### src/rtl/axi_rd_arbiter_pkg.sv
// Shared constants for the AXI read arbiter.
// Holds the requester IDs, the AXI size encodings and the width of the
// per-ID outstanding-read counters.
package axi_rd_arbiter_pkg;
  localparam logic [3:0] ID_INST = 4'd0;
  localparam logic [3:0] ID_DATA = 4'd1;

  localparam logic [2:0] AXSIZE_1B = 3'd0;
  localparam logic [2:0] AXSIZE_2B = 3'd1;
  localparam logic [2:0] AXSIZE_4B = 3'd2;

  // The counter is 3 bits wide, so MAX_OUT can be at most 7.
  localparam int CNT_W = 3;
endpackage

### src/rtl/axi_rd_arbiter_rd_out_cnt.sv
// rd_out_cnt: saturating up/down counter of the reads outstanding for one ID.
// Ports: clk/reset; i_inc (AR handshake), i_dec (R handshake);
//        o_count (current count), o_full (count == MAX_OUT).
module rd_out_cnt
  import axi_rd_arbiter_pkg::*;
#(
  parameter int MAX_OUT = 2
) (
  input  logic             clk,
  input  logic             reset,
  input  logic             i_inc,
  input  logic             i_dec,
  output logic [CNT_W-1:0] o_count,
  output logic             o_full
);
  localparam logic [CNT_W-1:0] MAX_CNT = CNT_W'(MAX_OUT);

  logic [CNT_W-1:0] r_count;

  // An increment and a decrement in the same cycle cancel out.
  always_ff @(posedge clk or posedge reset) begin
    if (reset) begin
      r_count <= '0;
    end else begin
      case ({i_inc, i_dec})
        2'b10:   if (r_count != MAX_CNT) r_count <= r_count + 1'b1;
        2'b01:   if (r_count != '0)      r_count <= r_count - 1'b1;
        default: r_count <= r_count;
      endcase
    end
  end

  assign o_count = r_count;
  assign o_full  = (r_count == MAX_CNT);
endmodule

### src/rtl/axi_rd_arbiter.sv
// axi_rd_arbiter: shares one AXI AR/R channel pair between the instruction
// fetch (ID 0) and the data load (ID 1) requesters.
// Ports: inst_*/data_* request and response groups; wr_pend/wr_pend_addr
//        from the write path (read-after-write hazard); AR master channel
//        (arid/araddr/arsize/arvalid/arready); R channel
//        (rid/rdata/rvalid/rready); sticky rid_err.
module axi_rd_arbiter
  import axi_rd_arbiter_pkg::*;
#(
  parameter int MAX_OUT    = 2,
  parameter int STARVE_LIM = 3
) (
  input  logic        clk,
  input  logic        reset,
  input  logic        inst_req,
  input  logic [31:0] inst_addr,
  input  logic [2:0]  inst_size,
  output logic        inst_ready,
  output logic        inst_rvalid,
  output logic [31:0] inst_rdata,
  input  logic        data_req,
  input  logic [31:0] data_addr,
  input  logic [2:0]  data_size,
  output logic        data_ready,
  output logic        data_rvalid,
  output logic [31:0] data_rdata,
  input  logic        wr_pend,
  input  logic [31:0] wr_pend_addr,
  output logic [3:0]  arid,
  output logic [31:0] araddr,
  output logic [2:0]  arsize,
  output logic        arvalid,
  input  logic        arready,
  input  logic [3:0]  rid,
  input  logic [31:0] rdata,
  input  logic        rvalid,
  output logic        rready,
  output logic        rid_err
);
  localparam int ST_W = (STARVE_LIM < 1) ? 1 : $clog2(STARVE_LIM + 1);
  localparam logic [ST_W-1:0] ST_MAX = ST_W'(STARVE_LIM);

  logic             r_arvalid, r_rready, r_rid_err;
  logic [3:0]       r_arid;
  logic [31:0]      r_araddr;
  logic [2:0]       r_arsize;
  logic [ST_W-1:0]  r_starve;

  logic [CNT_W-1:0] w_cnt_i, w_cnt_d;
  logic             w_full_i, w_full_d;
  logic             w_slot_free, w_ar_hs, w_r_hs, w_hazard;
  logic             w_elig_i, w_elig_d, w_force_i, w_gnt_i, w_gnt_d;
  logic             w_rv_i, w_rv_d;
  logic             w_unused;

  // Only the word address takes part in the hazard compare.
  assign w_unused = &{1'b0, wr_pend_addr[1:0]};

  assign w_slot_free = !r_arvalid || arready;
  assign w_ar_hs     = r_arvalid && arready;
  assign w_r_hs      = rvalid && r_rready;
  assign w_hazard    = wr_pend && (wr_pend_addr[31:2] == data_addr[31:2]);

  assign w_elig_i  = inst_req && !w_full_i;
  assign w_elig_d  = data_req && !w_full_d && !w_hazard;
  // Inst is forced through once data has won STARVE_LIM times in a row.
  assign w_force_i = w_elig_i && (r_starve == ST_MAX);
  assign w_gnt_d   = !reset && w_slot_free && w_elig_d && !w_force_i;
  assign w_gnt_i   = !reset && w_slot_free && w_elig_i && !w_gnt_d;

  // A beat is delivered only to an ID that actually has reads in flight.
  assign w_rv_i = w_r_hs && (rid == ID_INST) && (w_cnt_i != '0);
  assign w_rv_d = w_r_hs && (rid == ID_DATA) && (w_cnt_d != '0);

  rd_out_cnt #(.MAX_OUT(MAX_OUT)) u_cnt_i (
    .clk(clk), .reset(reset),
    .i_inc(w_ar_hs && (r_arid == ID_INST)), .i_dec(w_rv_i),
    .o_count(w_cnt_i), .o_full(w_full_i)
  );

  rd_out_cnt #(.MAX_OUT(MAX_OUT)) u_cnt_d (
    .clk(clk), .reset(reset),
    .i_inc(w_ar_hs && (r_arid == ID_DATA)), .i_dec(w_rv_d),
    .o_count(w_cnt_d), .o_full(w_full_d)
  );

  // AR slot: a grant may reload it in the same cycle the previous AR leaves.
  always_ff @(posedge clk or posedge reset) begin
    if (reset) begin
      r_arvalid <= 1'b0;
      r_arid    <= '0;
      r_araddr  <= '0;
      r_arsize  <= '0;
    end else if (w_gnt_d) begin
      r_arvalid <= 1'b1;
      r_arid    <= ID_DATA;
      r_araddr  <= data_addr;
      r_arsize  <= data_size;
    end else if (w_gnt_i) begin
      r_arvalid <= 1'b1;
      r_arid    <= ID_INST;
      r_araddr  <= inst_addr;
      r_arsize  <= inst_size;
    end else if (w_ar_hs) begin
      r_arvalid <= 1'b0;
    end
  end

  always_ff @(posedge clk or posedge reset) begin
    if (reset) begin
      r_starve  <= '0;
      r_rready  <= 1'b0;
      r_rid_err <= 1'b0;
    end else begin
      r_rready <= 1'b1;
      if (w_gnt_i)
        r_starve <= '0;
      else if (w_gnt_d && w_elig_i && (r_starve != ST_MAX))
        r_starve <= r_starve + 1'b1;
      if (w_r_hs && !w_rv_i && !w_rv_d)
        r_rid_err <= 1'b1;
    end
  end

  assign inst_ready  = w_gnt_i;
  assign data_ready  = w_gnt_d;
  assign inst_rvalid = w_rv_i;
  assign data_rvalid = w_rv_d;
  assign inst_rdata  = rdata;
  assign data_rdata  = rdata;
  assign arvalid     = r_arvalid;
  assign arid        = r_arid;
  assign araddr      = r_araddr;
  assign arsize      = r_arsize;
  assign rready      = r_rready;
  assign rid_err     = r_rid_err;
endmodule

### config.mk
export PLATFORM = sky130hd
export DESIGN_NAME = axi_rd_arbiter
export DESIGN_NICKNAME = d
export VERILOG_FILES = /design/src/rtl/axi_rd_arbiter_pkg.sv /design/src/rtl/axi_rd_arbiter_rd_out_cnt.sv /design/src/rtl/axi_rd_arbiter.sv
export SDC_FILE = /design/constraint.sdc
export NUM_CORES = 1
export LEC_CHECK = 0
export BUFFER_PORTS_ARGS = -buffer_cell sky130_fd_sc_hd__buf_2
export CORE_AREA = 2 2 100 102
export CTS_CLUSTER_SIZE = 14
export DETAILED_ROUTE_END_ITERATION = 10
export DIE_AREA = 0 0 102 104
export GPL_TIMING_DRIVEN = 1
export PLACE_DENSITY_LB_ADDON = 0.08
export SYNTH_ARGS = -nofsm -noshare
export SYNTH_HDL_FRONTEND = slang
export SYNTH_SLANG_ARGS = --single-unit
export TNS_END_PERCENT = 5
### constraint.sdc
create_clock -name clk -period 2.6 [get_ports clk]
set_input_delay 0.13 -clock clk [delete_from_list [all_inputs] [get_ports clk]]
set_output_delay 0.13 -clock clk [all_outputs]
set_load 0.01 [all_outputs]
==> impl_summary.log <==
INFO  metric run_status = completed
INFO  metric synth.avg_cell_area = approximately 11 um^2
INFO  metric placed_cells = 525
INFO  metric max-clock-path-buffers = 2
INFO  metric core_region_area = 0.00955 mm^2
INFO  metric final.period_utilization = 0.852
INFO  metric power.clock.fraction = 0.144
INFO  metric place_ws = 0.270 ns
INFO  metric drt_wl_total = approximately 8.2 mm
INFO  metric hold-path-cell-count = 2
INFO  metric synth_seq_area_share = 0.349
INFO  metric port-buffer-count = 153
INFO  metric critical_path.slowest_cell = fa_1
INFO  metric pwr-share-seq = 0.377
INFO  metric rrSetupSlack = 0.39 ns
INFO  metric post_route_cells_drive_above_1_share = 0.616
INFO  metric antenna_found_initial = 0
INFO  metric fmax = around 450 MHz
INFO  metric routed_length_per_placed_instance = 15.4 um
INFO  metric place.detailed.hpwl = 6.43 mm
INFO  metric netSwitchingFraction = 0.346
INFO  metric layout.core_utilization = 0.414
INFO  metric critical_path.cell_chain = nand2_1 -> nor4_2 -> and2_1 -> inv_1 -> fa_1 -> a2111oi_0 -> a21o_1 -> mux2_2
INFO  metric setup.worst_path.end = u_cnt_i.o_count[2]
INFO  metric total_switching_power = 1.20 mW
INFO  metric final_area = around 0.004 mm^2
INFO  metric dpl-instance-area = 0.00385 mm^2
INFO  metric synth_cell_types = 41
INFO  metric peak_ir_drop_on_the_vdd_network = between 0.3 and 0.4 mV
INFO  metric required_time_of_the_critical_path = between 2 and 3 ns
INFO  metric tritoncts_clock_tree = built
INFO  metric critPathCaptureType = flip-flop
INFO  metric path_clk_slew = 0.09 ns
INFO  metric clock_latency = approximately 0.30 ns
INFO  metric fin_nets = 548
INFO  metric cts-buffers-inserted = 5
INFO  metric worstMarginPinSlew = 0.740 ns
INFO  metric worst_clock_skew = 0.00683 ns
INFO  metric worst-endpoint-arrival = ~2.5 ns
INFO  metric setup_viol = 0
INFO  metric number_of_synthesized_register_bits = 47
INFO  metric synth_area_leaders = dfrtp_1 35%, mux2_2 20%, buf_4 16%
INFO  metric grtUsageTotal = 0.157
INFO  metric post-layout-total-power = 3.47 mW
INFO  metric ios = 255
INFO  metric postSynth.asyncResetShare = 1.00
INFO  metric num_vias = 2456
INFO  metric layout_cells_excl_fill = 534
INFO  metric grt_pass1_wl = approximately 13 mm
INFO  metric clock-sinks = 47
INFO  metric max-cap-violations = 0
INFO  metric area_delta_synth_final = 17.3%
INFO  metric powerDensity = a little under 900 mW/mm^2
INFO  metric post_cts.repair.setup_buffers = 0
INFO  metric grt_pass1_vias = around 2.6k
INFO  metric crit-reg2reg-launch = rready
INFO  metric max_slew_margin = 0.502
INFO  metric route.detailed.drc = 0
INFO  metric slew_violations = 0
INFO  metric start_util = 0.353
INFO  metric chipWidth = ~100 um
INFO  metric power.leakage = 1.84 nW
INFO  metric synth_top_flop_cell = dfrtp_1
INFO  metric timing.setup.tns = 0 ns
INFO  metric crit_fanout = 4
INFO  metric cts-root-buf = clkbuf_8
INFO  metric number_of_rows_created_at_floorplan = 36
INFO  metric r2r_cells = 8
INFO  metric intPower = 2.27 mW
INFO  metric crit-reg2reg-capture = u_cnt_i.o_count[2]
INFO  metric worst_slack = a little under 0.4 ns
INFO  metric synthDominantCellAreaShare = 0.349
INFO  metric antenna_cells_inserted = 0
INFO  metric number_of_instances_in_the_synthesized_netlist = 303
INFO  metric dieArea = 0.0106 mm^2
INFO  metric detail_route.iter0.violations = 57
INFO  metric synth_enable_flop_cells = 0
INFO  metric worst_hold_check_path_type = in -> reg
INFO  metric cpPeakStageDelay = 0.41 ns
INFO  metric yosys_warnings = 0
INFO  metric pin_count_of_the_biggest_net_entering_global_routing = 33
INFO  metric combinationalPowerShare = 0.479
INFO  metric total_number_of_cells_along_the_worst_setup_path = 8
INFO  metric die_h = approximately 100 um
INFO  metric worst_setup_path_start_kind = flip-flop
INFO  metric synthTopCellsByCount = 72 x buf_4, 60 x mux2_2, 47 x dfrtp_1, 32 x xnor2_1
INFO  metric cp_num_buf_inv = 1
INFO  metric detailedRoute.firstPassIterationCount = 4
INFO  metric synthMostInstantiatedCell = buf_4
INFO  metric cpLargestDelayFamily = simple AND/OR/NAND/NOR gates
INFO  metric avgViaCountPerCell = 4.60
INFO  metric worstSetupPathType = reg -> reg
INFO  metric netlist_area = 0.00337 mm^2
INFO  metric globalplace.congestion = between 0.7 and 0.8
INFO  metric postRouteAntennaNets = 0
INFO  metric holdWs = 0.0547 ns
INFO  metric min_period = 2.21 ns
INFO  metric h_tree_lvl_count = 2
INFO  metric startpoint = rready
INFO  metric grt_overflow_total = 0
INFO  metric grt_setup_unrepaired = false
INFO  metric netlist.top_cell.by_area = dfrtp_1
INFO  metric final_hold_viol_count = 0
worst min path at each step:
stage,from,to,slack [ns]
global route,data_size[0],arsize[0],0.05
global placement,reset,rready,0.25
floorplan,data_addr[14],araddr[14],0.26
CTS,data_size[1],arsize[1],0.05
finish,data_size[1],arsize[1],0.05
detailed placement,reset,rready,0.26
routing by layer:
layer	global-route usage	part of all wire
met5	0	0
met4	0.0543	0.025
met3	0.0605	0.094
met2	0.250	0.46
met1	0.192	0.42
power groups by stage:
stage / clock [mW] / combinational [mW] / sequential [mW]
floorplan: 0 / 1.06 / 1.44
global placement: 0 / 1.67 / 1.31
detailed placement: 0 / 1.70 / 1.32
CTS: 0.520 / 1.70 / 1.31
global route: 0.556 / 1.85 / 1.36
finish: 0.499 / 1.66 / 1.31
repair_timing:
| action | 4_1_cts | 5_1_grt |
|---|---|---|
| hold endpoints to repair | 23 | 0 |
| gates resized for setup | 0 | 0 |
| hold buffers | 1 | 0 |
| endpoints found under the setup margin | 0 | 0 |
logic make-up (layout without fill, tap and decap cells):
kind of cell               count (synthesis)  count (layout)  synth area share
AOI/OAI and AO/OA                         24              24            0.0549
muxes                                     71              71             0.247
other                                      2               4           0.00223
adders and majority gates                  3               3            0.0156
DFF                                       47              47             0.349
buffers and inverters                     86             182             0.181
and+or+nand+nor                           38              38            0.0672
xor gates and xnor gates                  32              32            0.0831
area by class of cell:
class | instances | area (um^2)
multi-input cells | 172 | 1600
repair buffers | 164 | 876
fillers | 964 | 5590
flip-flops and latches | 47 | 1180
clock buffers | 8 | 100
well taps | 133 | 166
inverters | 10 | 37.5
placed cells by master, fill, tap and decap left out, types with 3 or more instances in the layout:
cell type,synthesis,layout
xnor2_1,32,32
o31ai_1,3,3
nand3_1,3,3
a21oi_1,5,5
nand4_1,7,7
nand2_1,3,3
conb_1,2,4
inv_1,9,8
mux2_4,9,9
buf_2,2,153
clkbuf_8,0,7
dfrtp_1,47,47
mux2_2,60,60
nor3_1,8,8
nor2_1,6,6
buf_4,72,8
registers in the layout (all words and copies together) (netlist names):
| signal | flops |
|---|---|
| araddr | 32 |
| arsize | 3 |
| u_cnt_d.o_count | 3 |
| u_cnt_i.o_count | 3 |
| r_starve | 2 |
| arid | 1 |
| arvalid | 1 |
| rid_err | 1 |
| rready | 1 |
No activity file was read; power rests on OpenSTA's default activity.
